[config.mk]
export PLATFORM = sky130hd
export DESIGN_NAME = tx_lane_arbiter
export DESIGN_NICKNAME = d
export VERILOG_FILES = /design/src/rtl/tx_lane_arbiter.sv
export SDC_FILE = /design/constraint.sdc
export NUM_CORES = 1
export LEC_CHECK = 0
export ABC_AREA = 0
export ABC_CLOCK_PERIOD_IN_PS = 3300
export CAP_MARGIN = 20
export CORE_AREA = 2 2 130 132
export DETAILED_ROUTE_END_ITERATION = 8
export DIE_AREA = 0 0 132 134
export GPL_ROUTABILITY_DRIVEN = 0
export PLACE_DENSITY = 0.52
export SLEW_MARGIN = 20
export SYNTH_ARGS = -nofsm -noshare
export SYNTH_HDL_FRONTEND = slang
export SYNTH_SLANG_ARGS = --single-unit
[constraint.sdc]
create_clock -name clk_2f -period 3.3 [get_ports clk_2f]
set_input_delay 0.825 -clock clk_2f [delete_from_list [all_inputs] [get_ports clk_2f]]
set_output_delay 0.825 -clock clk_2f [all_outputs]
set_load 0.03 [all_outputs]
[src/rtl/tx_lane_arbiter.sv]
// Two-lane TX byte arbiter: per-lane FIFOs merged round-robin into one
// registered byte stream, with a COM preamble after every enable rise.
module tx_lane_arbiter #(
  parameter int unsigned FIFO_DEPTH = 4,
  parameter int unsigned SYNC_LEN   = 4,
  parameter logic [7:0]  COM        = 8'hBC,
  parameter logic [7:0]  IDL        = 8'h7C
) (
  input  logic       clk_2f,
  input  logic       reset_L,
  input  logic       enable,
  input  logic       valid_data_0,
  input  logic [7:0] data_in_0,
  input  logic       valid_data_1,
  input  logic [7:0] data_in_1,
  output logic       full_0,
  output logic       full_1,
  output logic       overflow_0,
  output logic       overflow_1,
  output logic       valid_out,
  output logic       lane_out,
  output logic [7:0] data_out
);

  localparam int unsigned PTR_W  = $clog2(FIFO_DEPTH);
  localparam int unsigned CNT_W  = $clog2(FIFO_DEPTH + 1);
  localparam int unsigned SYNC_W = $clog2(SYNC_LEN + 1);
  localparam int unsigned NLANE  = 2;

  typedef enum logic [1:0] {IDLE, SYNC, ACTIVE} state_t;

  state_t             state, state_nxt;
  logic [SYNC_W-1:0]  sync_cnt, sync_nxt;
  logic               last_grant, last_nxt;
  logic [7:0]         data_nxt;
  logic               valid_nxt;
  logic               lane_nxt;

  logic [7:0]         mem     [NLANE][FIFO_DEPTH];
  logic [PTR_W-1:0]   wr_ptr  [NLANE];
  logic [PTR_W-1:0]   rd_ptr  [NLANE];
  logic [CNT_W-1:0]   count   [NLANE];
  logic [CNT_W-1:0]   count_nxt_c [NLANE];
  logic               full_q  [NLANE];
  logic               ovf_q   [NLANE];

  logic               wr_req_c [NLANE];
  logic [7:0]         din_c    [NLANE];
  logic               wr_en_c  [NLANE];
  logic               pop_c    [NLANE];
  logic               nempty_c [NLANE];

  assign wr_req_c[0] = valid_data_0;
  assign wr_req_c[1] = valid_data_1;
  assign din_c[0]    = data_in_0;
  assign din_c[1]    = data_in_1;

  assign full_0     = full_q[0];
  assign full_1     = full_q[1];
  assign overflow_0 = ovf_q[0];
  assign overflow_1 = ovf_q[1];

  // Write qualification against the pre-edge full flag, and next occupancy
  always_comb begin
    for (int i = 0; i < NLANE; i++) begin
      wr_en_c[i]     = wr_req_c[i] & ~full_q[i];
      nempty_c[i]    = (count[i] != '0);
      count_nxt_c[i] = count[i] + CNT_W'(wr_en_c[i]) - CNT_W'(pop_c[i]);
    end
  end

  // FIFO storage; contents need no reset, pointers/count define validity
  always_ff @(posedge clk_2f) begin
    for (int i = 0; i < NLANE; i++) begin
      if (wr_en_c[i]) mem[i][wr_ptr[i]] <= din_c[i];
    end
  end

  // FIFO pointers, occupancy, full and sticky overflow flags
  always_ff @(posedge clk_2f) begin
    for (int i = 0; i < NLANE; i++) begin
      if (!reset_L) begin
        wr_ptr[i] <= '0;
        rd_ptr[i] <= '0;
        count[i]  <= '0;
        full_q[i] <= 1'b0;
        ovf_q[i]  <= 1'b0;
      end else begin
        if (wr_en_c[i]) wr_ptr[i] <= wr_ptr[i] + PTR_W'(1);
        if (pop_c[i])   rd_ptr[i] <= rd_ptr[i] + PTR_W'(1);
        count[i]  <= count_nxt_c[i];
        full_q[i] <= (count_nxt_c[i] == CNT_W'(FIFO_DEPTH));
        if (wr_req_c[i] && full_q[i]) ovf_q[i] <= 1'b1;
      end
    end
  end

  // Scheduler state register and registered output stream
  always_ff @(posedge clk_2f) begin
    if (!reset_L) begin
      state      <= IDLE;
      sync_cnt   <= '0;
      last_grant <= 1'b1;
      data_out   <= IDL;
      valid_out  <= 1'b0;
      lane_out   <= 1'b0;
    end else begin
      state      <= state_nxt;
      sync_cnt   <= sync_nxt;
      last_grant <= last_nxt;
      data_out   <= data_nxt;
      valid_out  <= valid_nxt;
      lane_out   <= lane_nxt;
    end
  end

  // Next-state, preamble counting and round-robin grant
  always_comb begin
    state_nxt = state;
    sync_nxt  = sync_cnt;
    last_nxt  = last_grant;
    data_nxt  = IDL;
    valid_nxt = 1'b0;
    lane_nxt  = lane_out;
    pop_c[0]  = 1'b0;
    pop_c[1]  = 1'b0;
    case (state)
      IDLE: begin
        if (enable) begin
          state_nxt = SYNC;
          sync_nxt  = '0;
        end
      end
      SYNC: begin
        if (!enable) begin
          state_nxt = IDLE;
        end else begin
          data_nxt = COM;
          sync_nxt = sync_cnt + SYNC_W'(1);
          if (sync_cnt == SYNC_W'(SYNC_LEN - 1)) state_nxt = ACTIVE;
        end
      end
      ACTIVE: begin
        if (!enable) begin
          state_nxt = IDLE;
        end else if (nempty_c[0] || nempty_c[1]) begin
          // Prefer the lane not served last when both have data
          if (nempty_c[0] && nempty_c[1]) lane_nxt = ~last_grant;
          else                            lane_nxt = nempty_c[1];
          pop_c[lane_nxt] = 1'b1;
          data_nxt        = mem[lane_nxt][rd_ptr[lane_nxt]];
          valid_nxt       = 1'b1;
          last_nxt        = lane_nxt;
        end
      end
      default: state_nxt = IDLE;
    endcase
  end

endmodule
Word level (Yosys, flattened, before mapping)
Memory sizes are Yosys's and may differ from the RTL's.
Index checks and enable logic that the tools add are counted.
{ "totals": {"ff_bits": 16, "memories": 6, "input_bits": 21, "word_cells": 132, "ramBits": 82} }
{ "op_classes": {"mux": 61, "n_bitwise": 19, "n_eq_ne": 9, "order_cmp": 7, "reduce_logical": 15, "n_addsub": 9} }
{ "mem_list": {"columns": ["memory", "depth", "word_bits", "rd", "rd_clocked_by_memory_dff", "wr", "line", "source"], "rows": [
  ["mem", 2, 32, 1, 0, 2, "39", "logic [7:0] mem [NLANE][FIFO_DEPTH];"],
  ["count", 2, 3, 2, 0, 2, "42", "logic [CNT_W-1:0] count [NLANE];"],
  ["rd_ptr", 2, 2, 3, 0, 2, "41", "logic [PTR_W-1:0] rd_ptr [NLANE];"],
  ["wr_ptr", 2, 2, 2, 0, 2, "40", "logic [PTR_W-1:0] wr_ptr [NLANE];"],
  ["full_q", 2, 1, 2, 0, 2, "44", "logic full_q [NLANE];"],
  ["ovf_q", 2, 1, 2, 0, 2, "45", "logic ovf_q [NLANE];"]
]} }
{ "ops": {"columns": ["cell", "n"], "rows": [
  ["2-to-1 mux 32 bit", 2],
  ["2-to-1 mux 8 bit", 7],
  ["demux 8 bit (select 2 bit)", 2],
  ["2-to-1 mux 1 bit", 30],
  ["2-to-1 mux 2 bit", 11],
  ["binary-select mux 8 bit (select 2 bit)", 1],
  ["case mux 8 bit (2 select lines)", 1],
  ["2-to-1 mux 3 bit", 4],
  ["AND reduction 3 bit", 4],
  ["bitwise OR 1 bit", 10],
  [">= comparator 3 bit (second input constant)", 3],
  ["inverter 2 -> 3 bit", 3],
  ["adder 2 x 1 -> 2 bit (second input constant)", 4],
  ["adder 3 x 1 -> 3 bit", 2],
  ["== test 3 bit (second input constant)", 2],
  ["logical AND 1 bit", 6],
  ["less-than comparator 3 x 1 -> 1 bit (second input constant)", 2],
  ["inequality test 2 bit (second input constant)", 3],
  ["case mux 2 bit (3 select lines)", 1],
  ["case mux 3 bit (2 select lines)", 1],
  ["nonzero test 3 bit", 2],
  ["subtractor 3 x 1 -> 3 bit", 2],
  ["adder 3 x 1 -> 3 bit (second input constant)", 1],
  ["== test 3 x 2 -> 1 bit (second input constant)", 1],
  ["12 further kinds", 15]
]} }

Logic depth before layout (Yosys ltp)
Gate-level depths: netlist of run 1.
{ "logic_depth": {"ltp_word": 18, "ltp_mapped": 12, "mapped_depth_nobuf": 12} }

Worst setup path after synthesis of run 1
OpenSTA, ideal clock, no wires.
{ "synth_timing": {"path_type": "input port to flip-flop", "startpoint": "input port enable", "endpoint": "memory full_q[0]", "slack_ns": 0.542, "setup_ns": 0.080, "path_stages": 11, "arrival_ns": 2.678, "t_required_ns": 3.220, "n_path_buf": 1, "cell_sequence": "clkbuf_1 o211ai_1 nor2_1 ha_1 inv_1 ha_1 fa_1 xnor2_1 xnor2_1 and2_1 nor3b_1"} }
{ "synth_lines": {"columns": ["item", "line", "source"], "rows": [
  ["start, declared", "11", "input logic enable,"],
  ["end, declared", "44", null]
]} }

==> results of run 1 <==
synthesized netlist by cell type (all sizes together):
cell / instances / area share, %
a21o: 1 / 0.19
a21oi: 9 / 1.2
a31oi: 4 / 0.62
a32oi: 1 / 0.22
and2: 13 / 2.0
and3: 4 / 0.62
buf: 4 / 0.65
clkbuf: 7 / 0.65
dfxtp: 25 / 12
edfxtp: 73 / 55
fa: 2 / 1.0
ha: 17 / 5.3
inv: 17 / 1.6
mux2: 1 / 0.37
mux2i: 1 / 0.25
mux4: 16 / 9.0
nand2: 19 / 1.8
nand2b: 2 / 0.31
nand3: 5 / 0.62
nand4: 1 / 0.16
nor2: 15 / 1.4
nor2b: 5 / 0.78
nor3: 4 / 0.50
nor3b: 2 / 0.37
o2111ai: 1 / 0.22
o211a: 1 / 0.25
o211ai: 1 / 0.19
o21a: 1 / 0.19
o21ai: 5 / 0.62
o32a: 1 / 0.25
or3: 2 / 0.31
xnor2: 6 / 1.3
through the flow:
step                      power, mW  hold slack [ns]  utilization (%)
after floorplan                1.93            0.454                -
after global placement         2.11            0.473             28.3
after detailed placement       2.13            0.469             28.3
after CTS                      3.27            0.485             30.3
after global routing           3.38            0.508             30.3
final                          3.22            0.474             30.3
per-layer routing:
layer  up-vias  GRT usage [%]  part of all wire (%)  routed length, µm
li1       1050              -                     -                  -
met1      1099           11.6                    46               3520
met2        38           15.9                    49               3810
met3         9           3.06                   4.1                320
met4         0           3.08                   1.2                 91
met5         -              0                     0                  0
state kept, by name, indices dropped and copies added, names as in the netlist:
name,cells
lane_out,1
rd_ptr,4
full_q,2
mem,64
last_grant,1
sync_cnt,3
valid_out,1
ovf_q,2
wr_ptr,4
state,2
data_out,8
count,6
logic make-up after synthesis:
family | share of synthesized area (%)
simple gates | 8.88
buf+inv | 2.90
compound gates | 3.96
flops | 67.1
fa+ha+maj | 6.29
mux | 9.60
xor+xnor | 1.31
tightest hold or removal path: stages (launching register included):
cell     delay, ns
dfxtp_1       0.33
a21oi_1       0.04
nor2_1        0.07
worst paths after layout:
kind                from        end  slack, ns  depth (start not counted)
max               enable  full_q[0]       0.60                         11
min             ovf_q[1]   ovf_q[1]       0.47                          2
max reg2reg  count[0][0]  full_q[0]       0.62                         11
min reg2reg     ovf_q[1]   ovf_q[1]       0.47                          2
cell type report:
class	instances	share of cell area [%]
well taps	220	5.57
inverters	17	1.29
clock buffers	11	4.91
repair buffers	39	7.65
multi-input cells	140	24.4
clock inverters	5	1.67
flip-flops and latches	98	54.5
power by group through the flow:
stage | Clock, mW | Sequential [mW] | Combinational, mW
4_1_cts | 1.17 | 1.53 | 0.577
6_report | 1.14 | 1.52 | 0.562
5_1_grt | 1.22 | 1.54 | 0.625
3_3_place_gp | 0 | 1.55 | 0.558
3_5_place_dp | 0 | 1.55 | 0.573
2_1_floorplan | 0 | 1.57 | 0.367
==> run metrics, run 1 <==
WP data arrival=between 2 and 3 ns; post-synthesis sequential area ratio=between 60 and 70%; CP bufs+invs=2; final setup margin=between 0.5 and 0.6 ns; Slew HR=57.0%; Worst setup SP type=input pin; CP delay by family, top=adder cells; first-pass GRT wire length=12,500 µm; Post-Syn Nets=306; max cap viols=0; share of cells above drive strength 1=12.3%; Hold WC Path Type=reg2reg; Tcrit/Tclk final=roughly four fifths; Peak Freq=370 MHz; pwr dens=652 nW/µm²; Cell Rows=47; Leak Pwr=1.74 nW; hold_buf cts=0; core area=16,300 µm²; Setup Crit Path Kind=in2reg; Avg Synthesized Cell Area=15.1 µm²; CP endpoint kind=register; Reg area=2690 µm²; crit-path cells=clkdlybuf4s50_1 > o211ai_1 > nor2_1 > ha_1 > inv_1 > ha_1 > fa_1 > xnor2_1 > xnor2_1 > and2_1 > nor3b_1; Buffers on Ports=34; Ports=35; H-tree levels=3; vias in the first global route=between 2,000 and 2,500; mapped cell area=4020 µm²; starting DRC count in detailed routing=98; Gate Count Post-Synth=266; most common cell after layout, fill and taps aside=edfxtp_1; Clock Latency Late Sink=0.34 ns; Slowest Stage Delay on Critical Path=roughly 0.42 ns; # diodes=0; largest net degree at the start of global routing=17; total CTS buffers=9; global route overflow=0; drt wl/cell=14.6 µm; post-CTS setup buffers=0; Worst-path clk slew=approximately 0.070 ns; maximum VDD drop=224 µV; Clock power frac=35.3%; multi-input logic area=1210 µm²; # clock sinks=98; Sw Share=25.7%; via count=2,196; worst slack at placement=0.260 ns; Cell Count, Final, Fillers Out=530; #FFs+latches synth=between 90 and 100; Crit path required time=~3.6 ns; vias per cell=4.14; most frequent cells in the layout=edfxtp_1 (73), clkdlybuf4s50_1 (34), dfxtp_1 (25); switching pwr=827 µW; clock tree from TritonCTS=yes; GRT Total Usage=9.48%; CP max-delay cell=clkdlybuf4s50_1; Cell Area, Placed=4620 µm²; Total Routed Length=7740 µm; Seq pwr share=47.2%; die height=134 µm; final hold vios=0; Power Internal=2.40 mW; RSZ-0062 raised after global routing=no; Remaining DRCs=0; status=completed; Combinational Power Share=about 17%; Worst-Margin Slew=0.644 ns; Layout area overhead=23.1%; max-slew violations=0; Max clock buf depth=2; Final ANT Viol Nets=0; Final Setup Violations=0; CTS resizes=0; Fill cells=1,614; worst-path maximum fanout=2; setup TNS=0 ns; antenna violations before repair=0; Placed Cells=514; fin nets=between 300 and 400; Worst Clk Skew=0.00509 ns; Design Area, Final=4940 µm²; Final Critical Period=~2.7 ns; Synth cell types=34; Final HPWL DP=5400 µm; Die Wd=132 µm; clock root buffer=clkbuf_16; Die ar.=17,700 µm²; warnings from Yosys=0; initial core utilization=24.6%; Pre-Repair DR Iteration Count=4
No activity file was read; power rests on OpenSTA's default activity.
==> run 2: changes to the inputs <==
--- a/config.mk
+++ b/config.mk
@@ -6,13 +6,13 @@
 export NUM_CORES = 1
 export LEC_CHECK = 0
 export ABC_AREA = 0
-export ABC_CLOCK_PERIOD_IN_PS = 3300
+export ABC_CLOCK_PERIOD_IN_PS = 2200
 export CAP_MARGIN = 20
 export CORE_AREA = 2 2 130 132
 export DETAILED_ROUTE_END_ITERATION = 8
 export DIE_AREA = 0 0 132 134
 export GPL_ROUTABILITY_DRIVEN = 0
-export PLACE_DENSITY = 0.52
+export PLACE_DENSITY = 0.53
 export SLEW_MARGIN = 20
 export SYNTH_ARGS = -nofsm -noshare
 export SYNTH_HDL_FRONTEND = slang
==> constraint.sdc (replaced) <==
create_clock -name clk_2f -period 2.2 [get_ports clk_2f]
set_input_delay 0.55 -clock clk_2f [delete_from_list [all_inputs] [get_ports clk_2f]]
set_output_delay 0.55 -clock clk_2f [all_outputs]
set_load 0.03 [all_outputs]
==> run metrics, run 2 (synthesized netlist as in run 1, its figures left out) <==
status=complete, but fails checks; failing checks=negative setup slack; Worst-path clk slew=0.06 ns; antenna violations before repair=0; Fill cells=1,606; Final Setup Violations=5; Max clock buf depth=2; vias per cell=between 4 and 5; final hold vios=0; Hold WC Path Type=reg2reg; core area=16,300 µm²; Total Routed Length=8000 µm; CP endpoint kind=register; Setup Crit Path Kind=reg2reg; clock root buffer=clkbuf_16; Tcrit/Tclk final=113%; Cell Rows=47; crit-path cells=or3_4 > o211ai_1 > nor2_1 > ha_1 > inv_1 > ha_2 > fa_2 > xnor2_2 > xnor2_1 > and2_1 > nor3b_2; via count=2,298; GR Util met2=15.7%; Layout area overhead=33.9%; share of cells above drive strength 1=between 20% and 30%; Final HPWL DP=5670 µm; setup TNS=-0.951 ns; total CTS buffers=9; # clock sinks=98; worst-path maximum fanout=3; Ports=35; met3 usage=3.14%; Slew HR=68.5%; Worst setup SP type=register; max-slew violations=0; final setup margin=-0.293 ns; GRT Total Usage=9.75%; RSZ-0062 raised after global routing=yes; CP max-delay cell=or3_4; Die Wd=132 µm; Remaining DRCs=0; GRT Max-Usage Layer=met2; H-tree levels=3; r2r setup slk=-0.29 ns; most frequent cells in the layout=edfxtp_1 (73), clkdlybuf4s50_1 (34), dfxtp_1 (22); max reg flops=64; Die ar.=17,700 µm²; # diodes=0; fin nets=roughly 370; WP data arrival=between 2 and 3 ns; met1 usage=between 10% and 20%; Worst Clk Skew=0.00746 ns; max cap viols=0; CP bufs+invs=1; Leak Pwr=1.93 nW; Crit path required time=2.44 ns; CP delay by family, top=adder cells; maximum VDD drop=between 400 and 500 µV; most common cell after layout, fill and taps aside=edfxtp_1; Clock Latency Late Sink=between 0.3 and 0.4 ns; Buffers on Ports=34; Worst-Margin Slew=0.473 ns; clock tree from TritonCTS=yes; largest net degree at the start of global routing=17; drt wl/cell=between 10 and 15 µm; Final Critical Period=2.49 ns; starting DRC count in detailed routing=between 100 and 150; Pre-Repair DR Iteration Count=4; first-pass GRT wire length=12,900 µm; Slowest Stage Delay on Critical Path=between 0.4 and 0.5 ns; Peak Freq=between 400 and 500 MHz; pwr dens=slightly below 1000 nW/µm²; die height=134 µm; Final ANT Viol Nets=0; global route overflow=0; initial core utilization=24.6%; vias in the first global route=2,417; fin util=~33%
-- run 2: changes by cell type in the layout (fill, tap and decap cells not counted), sizes merged --
cell and change:
buf +29, clkinv -1, clkinvlp +1
-- run 2: final timing paths --
path | startpoint | to | depth (start not counted)
min | lane_out | lane_out | 2
max | count[0][0] | full_q[0] | 11
max reg2reg | count[0][0] | full_q[0] | 11
min reg2reg | lane_out | lane_out | 2
-- run 2: per-layer routing --
layer  routed length, µm  up-vias
met4                 129        0
met1                3750     1137
met3                 405       10
li1                    -     1106
met2                3710       45
met5                   0        -
-- run 2: timing repair --
item,in CTS,in global routing
gates resized for setup,13,7
setup endpoints to repair,6,6
hold buffers,0,0
pin swaps,5,6
buffers inserted,3,2
-- run 2: worst register-to-register path, delay by kind of cell (launching register included) --
kind	cells	cell delay (ns)
adders and majority gates	3	0.79
and+or+nand+nor	4	0.77
DFF	1	0.31
xor gates and xnor gates	2	0.26
AOI/OAI and AO/OA	1	0.22
buffers and inverters	1	0.04
-- run 2: final cells by class --
class                   instances  area (µm²)  area share (%)
clock buffers                  11         233            4.33
clock inverters                 5        85.1            1.58
inverters                      17        66.3            1.23
multi-input cells             140        1310            24.3
flip-flops and latches         98        2700            50.2
well taps                     220         275            5.12
repair buffers                 68         714            13.3
-- run 2: through the flow --
stage / setup slack (ns) / power, mW / std cells / hold slack, ns / cell area, µm²
floorplan: -0.389 / 2.96 / 266 / 0.454 / 4060
global placement: -0.463 / 3.39 / 538 / 0.444 / 4930
detailed placement: -0.473 / 3.42 / 538 / 0.454 / 4930
CTS: -0.308 / 5.21 / 557 / 0.463 / 5320
global route: -0.397 / 5.48 / 559 / 0.482 / 5380
finish: -0.293 / 5.22 / 559 / 0.458 / 5380
-- run 2: power by group --
| group | internal [mW] | switching, mW | total, mW |
|---|---|---|---|
| registers | 2.20 | 0.0859 | 2.28 |
| logic | 0.664 | 0.597 | 1.26 |
| clock network | 1.00 | 0.664 | 1.67 |
| total | 3.87 | 1.35 | 5.22 |
==> run 3: changes to the inputs <==
--- a/config.mk
+++ b/config.mk
@@ -6,13 +6,13 @@
 export NUM_CORES = 1
 export LEC_CHECK = 0
 export ABC_AREA = 0
-export ABC_CLOCK_PERIOD_IN_PS = 2200
+export ABC_CLOCK_PERIOD_IN_PS = 2450
 export CAP_MARGIN = 20
 export CORE_AREA = 2 2 130 132
 export DETAILED_ROUTE_END_ITERATION = 8
 export DIE_AREA = 0 0 132 134
 export GPL_ROUTABILITY_DRIVEN = 0
-export PLACE_DENSITY = 0.53
+export PLACE_DENSITY = 0.52
 export SLEW_MARGIN = 20
 export SYNTH_ARGS = -nofsm -noshare
 export SYNTH_HDL_FRONTEND = slang
==> constraint.sdc (replaced) <==
create_clock -name clk_2f -period 2.45 [get_ports clk_2f]
set_input_delay 0.6125 -clock clk_2f [delete_from_list [all_inputs] [get_ports clk_2f]]
set_output_delay 0.6125 -clock clk_2f [all_outputs]
set_load 0.03 [all_outputs]
==> run metrics, run 3 (synthesized netlist as in run 1, its figures left out) <==
Seq pwr share=46.2%; drt wl/cell=14.5 µm; antenna violations before repair=0; Die ar.=17,700 µm²; Hold WC Path Type=reg2reg; # diodes=0; final hold vios=0; failing checks=negative setup slack; Slew HR=69.1%; Peak Freq=~400 MHz; die height=134 µm; Layout area overhead=28.4%; Total Routed Length=8030 µm; max cap viols=0; Worst Hold Path EP=lane_out; starting DRC count in detailed routing=~140; Worst-path clk slew=0.07 ns; RR Startpoint=count[0][0]; initial core utilization=24.6%; fin nets=367; Total Power=4.43 mW; maximum VDD drop=approximately 380 µV; Ports=35; r2r worst-path depth=11; max-slew violations=0; Buffers on Ports=34; share of cells above drive strength 1=21.7%; Slowest Stage Delay on Critical Path=0.41 ns; r2r setup slk=-0.07 ns; Combinational Power Share=22.2%; Hold Crit Start=lane_out; Clock Latency Late Sink=between 0.3 and 0.4 ns; Leak Pwr=about 1.9 nW; Fill cells=1,633; Crit path required time=about 2.7 ns; vias in the first global route=around 2,400; Worst Clk Skew=0.00658 ns; via count=2,283; Worst-Margin Slew=roughly 0.46 ns; Final ANT Viol Nets=0; clock tree from TritonCTS=yes; first-pass GRT wire length=12,700 µm; vias per cell=~4.1; Clock power frac=a little under a third; setup TNS=-0.105 ns; H-tree levels=3; pwr dens=858 nW/µm²; switching pwr=1.17 mW; RSZ-0062 raised after global routing=yes; Final Critical Period=2.52 ns; status=complete, but fails checks; CP delay by family, top=adder cells; max reg flops=64; Max clock buf depth=2; Final HPWL DP=around 5500 µm; GRT Total Usage=9.69%; largest net degree at the start of global routing=22; crit-path cells=or3_4 > o211ai_1 > nor2_1 > ha_1 > inv_2 > ha_4 > fa_2 > xnor2_2 > xnor2_1 > and2_1 > nor3b_2; CP bufs+invs=1; Final Setup Violations=2; core area=between 15,000 and 20,000 µm²; Die Wd=132 µm; Setup Crit Path Kind=reg2reg; final setup margin=-0.0678 ns; most common cell after layout, fill and taps aside=edfxtp_1; RR Endpoint=full_q[0]; fin util=31.7%; Remaining DRCs=0; most frequent cells in the layout=edfxtp_1 (73), clkdlybuf4s50_1 (33), buf_4 (25); CP endpoint kind=register; Reg area=2700 µm²; WP data arrival=approximately 2.8 ns; worst-path maximum fanout=3; Sw Share=about a quarter; clock root buffer=clkbuf_16; CP max-delay cell=or3_4; total CTS buffers=9; # clock sinks=between 90 and 100; Tcrit/Tclk final=103%; Power Internal=3.26 mW; Cell Rows=47; multi-input logic area=1260 µm²; Pre-Repair DR Iteration Count=4; Worst setup SP type=register; global route overflow=0; Hold Path Depth=2
## run 3: cell count changes in the layout (fill, tap and decap cells not counted), moves of 2 or more
cell,change
buf_12,-7
buf_4,+4
buf_6,-4
ha_1,+2
## run 3: final cells by class
| class | count | share of cell area, % |
|---|---|---|
| Clock buffer | 11 | 4.51 |
| Multi-Input combinational cell | 140 | 24.5 |
| Clock inverter | 5 | 1.21 |
| Inverter | 17 | 1.24 |
| Tap cell | 220 | 5.34 |
| Timing Repair Buffer | 61 | 10.9 |
| Sequential cell | 98 | 52.3 |
## run 3: worst max-delay path by stage
stage / cells past startpoint / startpoint / slack, ns / to
3_3_place_gp: 11 / enable / -0.28 / full_q[1]
3_5_place_dp: 11 / enable / -0.32 / full_q[1]
4_1_cts: 11 / count[0][0] / -0.06 / full_q[0]
6_report: 11 / count[0][0] / -0.07 / full_q[0]
2_1_floorplan: 12 / count[0][0] / -0.14 / full_q[0]
5_1_grt: 11 / count[1][2] / -0.21 / full_q[0]
## run 3: per-layer routing
layer	share of wire [%]	GRT usage, %	wire length [µm]
met2	48	15.5	3840
met5	0	0	0
met1	47	12.4	3760
met4	1.1	3.08	86
met3	4.2	3.36	338
## run 3: through the flow
step | hold slack (ns) | cells | area (µm²) | worst slack (ns)
finish | 0.453 | 552 | 5160 | -0.0678
global route | 0.471 | 552 | 5160 | -0.208
CTS | 0.460 | 551 | 5110 | -0.0643
detailed placement | 0.450 | 535 | 4810 | -0.318
global placement | 0.450 | 535 | 4810 | -0.282
floorplan | 0.454 | 266 | 4040 | -0.140
## run 3: power by group through the flow
stage          Sequential [mW]  Clock (mW)  Combinational (mW)
6_report                  2.04        1.40               0.981
2_1_floorplan             2.11           0               0.536
4_1_cts                   2.04        1.46               0.939
3_5_place_dp              2.08           0               0.921
3_3_place_gp              2.07           0               0.912
5_1_grt                   2.06        1.52                1.07
## run 3: worst reg2reg max path: cells and delay by family (launching register included)
kind            cells  cell delay [ns]
flops               1             0.31
buf+inv             1             0.05
compound gates      1             0.20
xor+xnor            2             0.26
fa+ha+maj           3             0.81
simple gates        4             0.78
## run 3: timing repair
action	CTS	global route
hold buffers	0	0
pin swaps	1	7
endpoints found under the hold margin	0	0
endpoints found under the setup margin	1	3
gates resized for setup	1	12
setup buffers	0	1
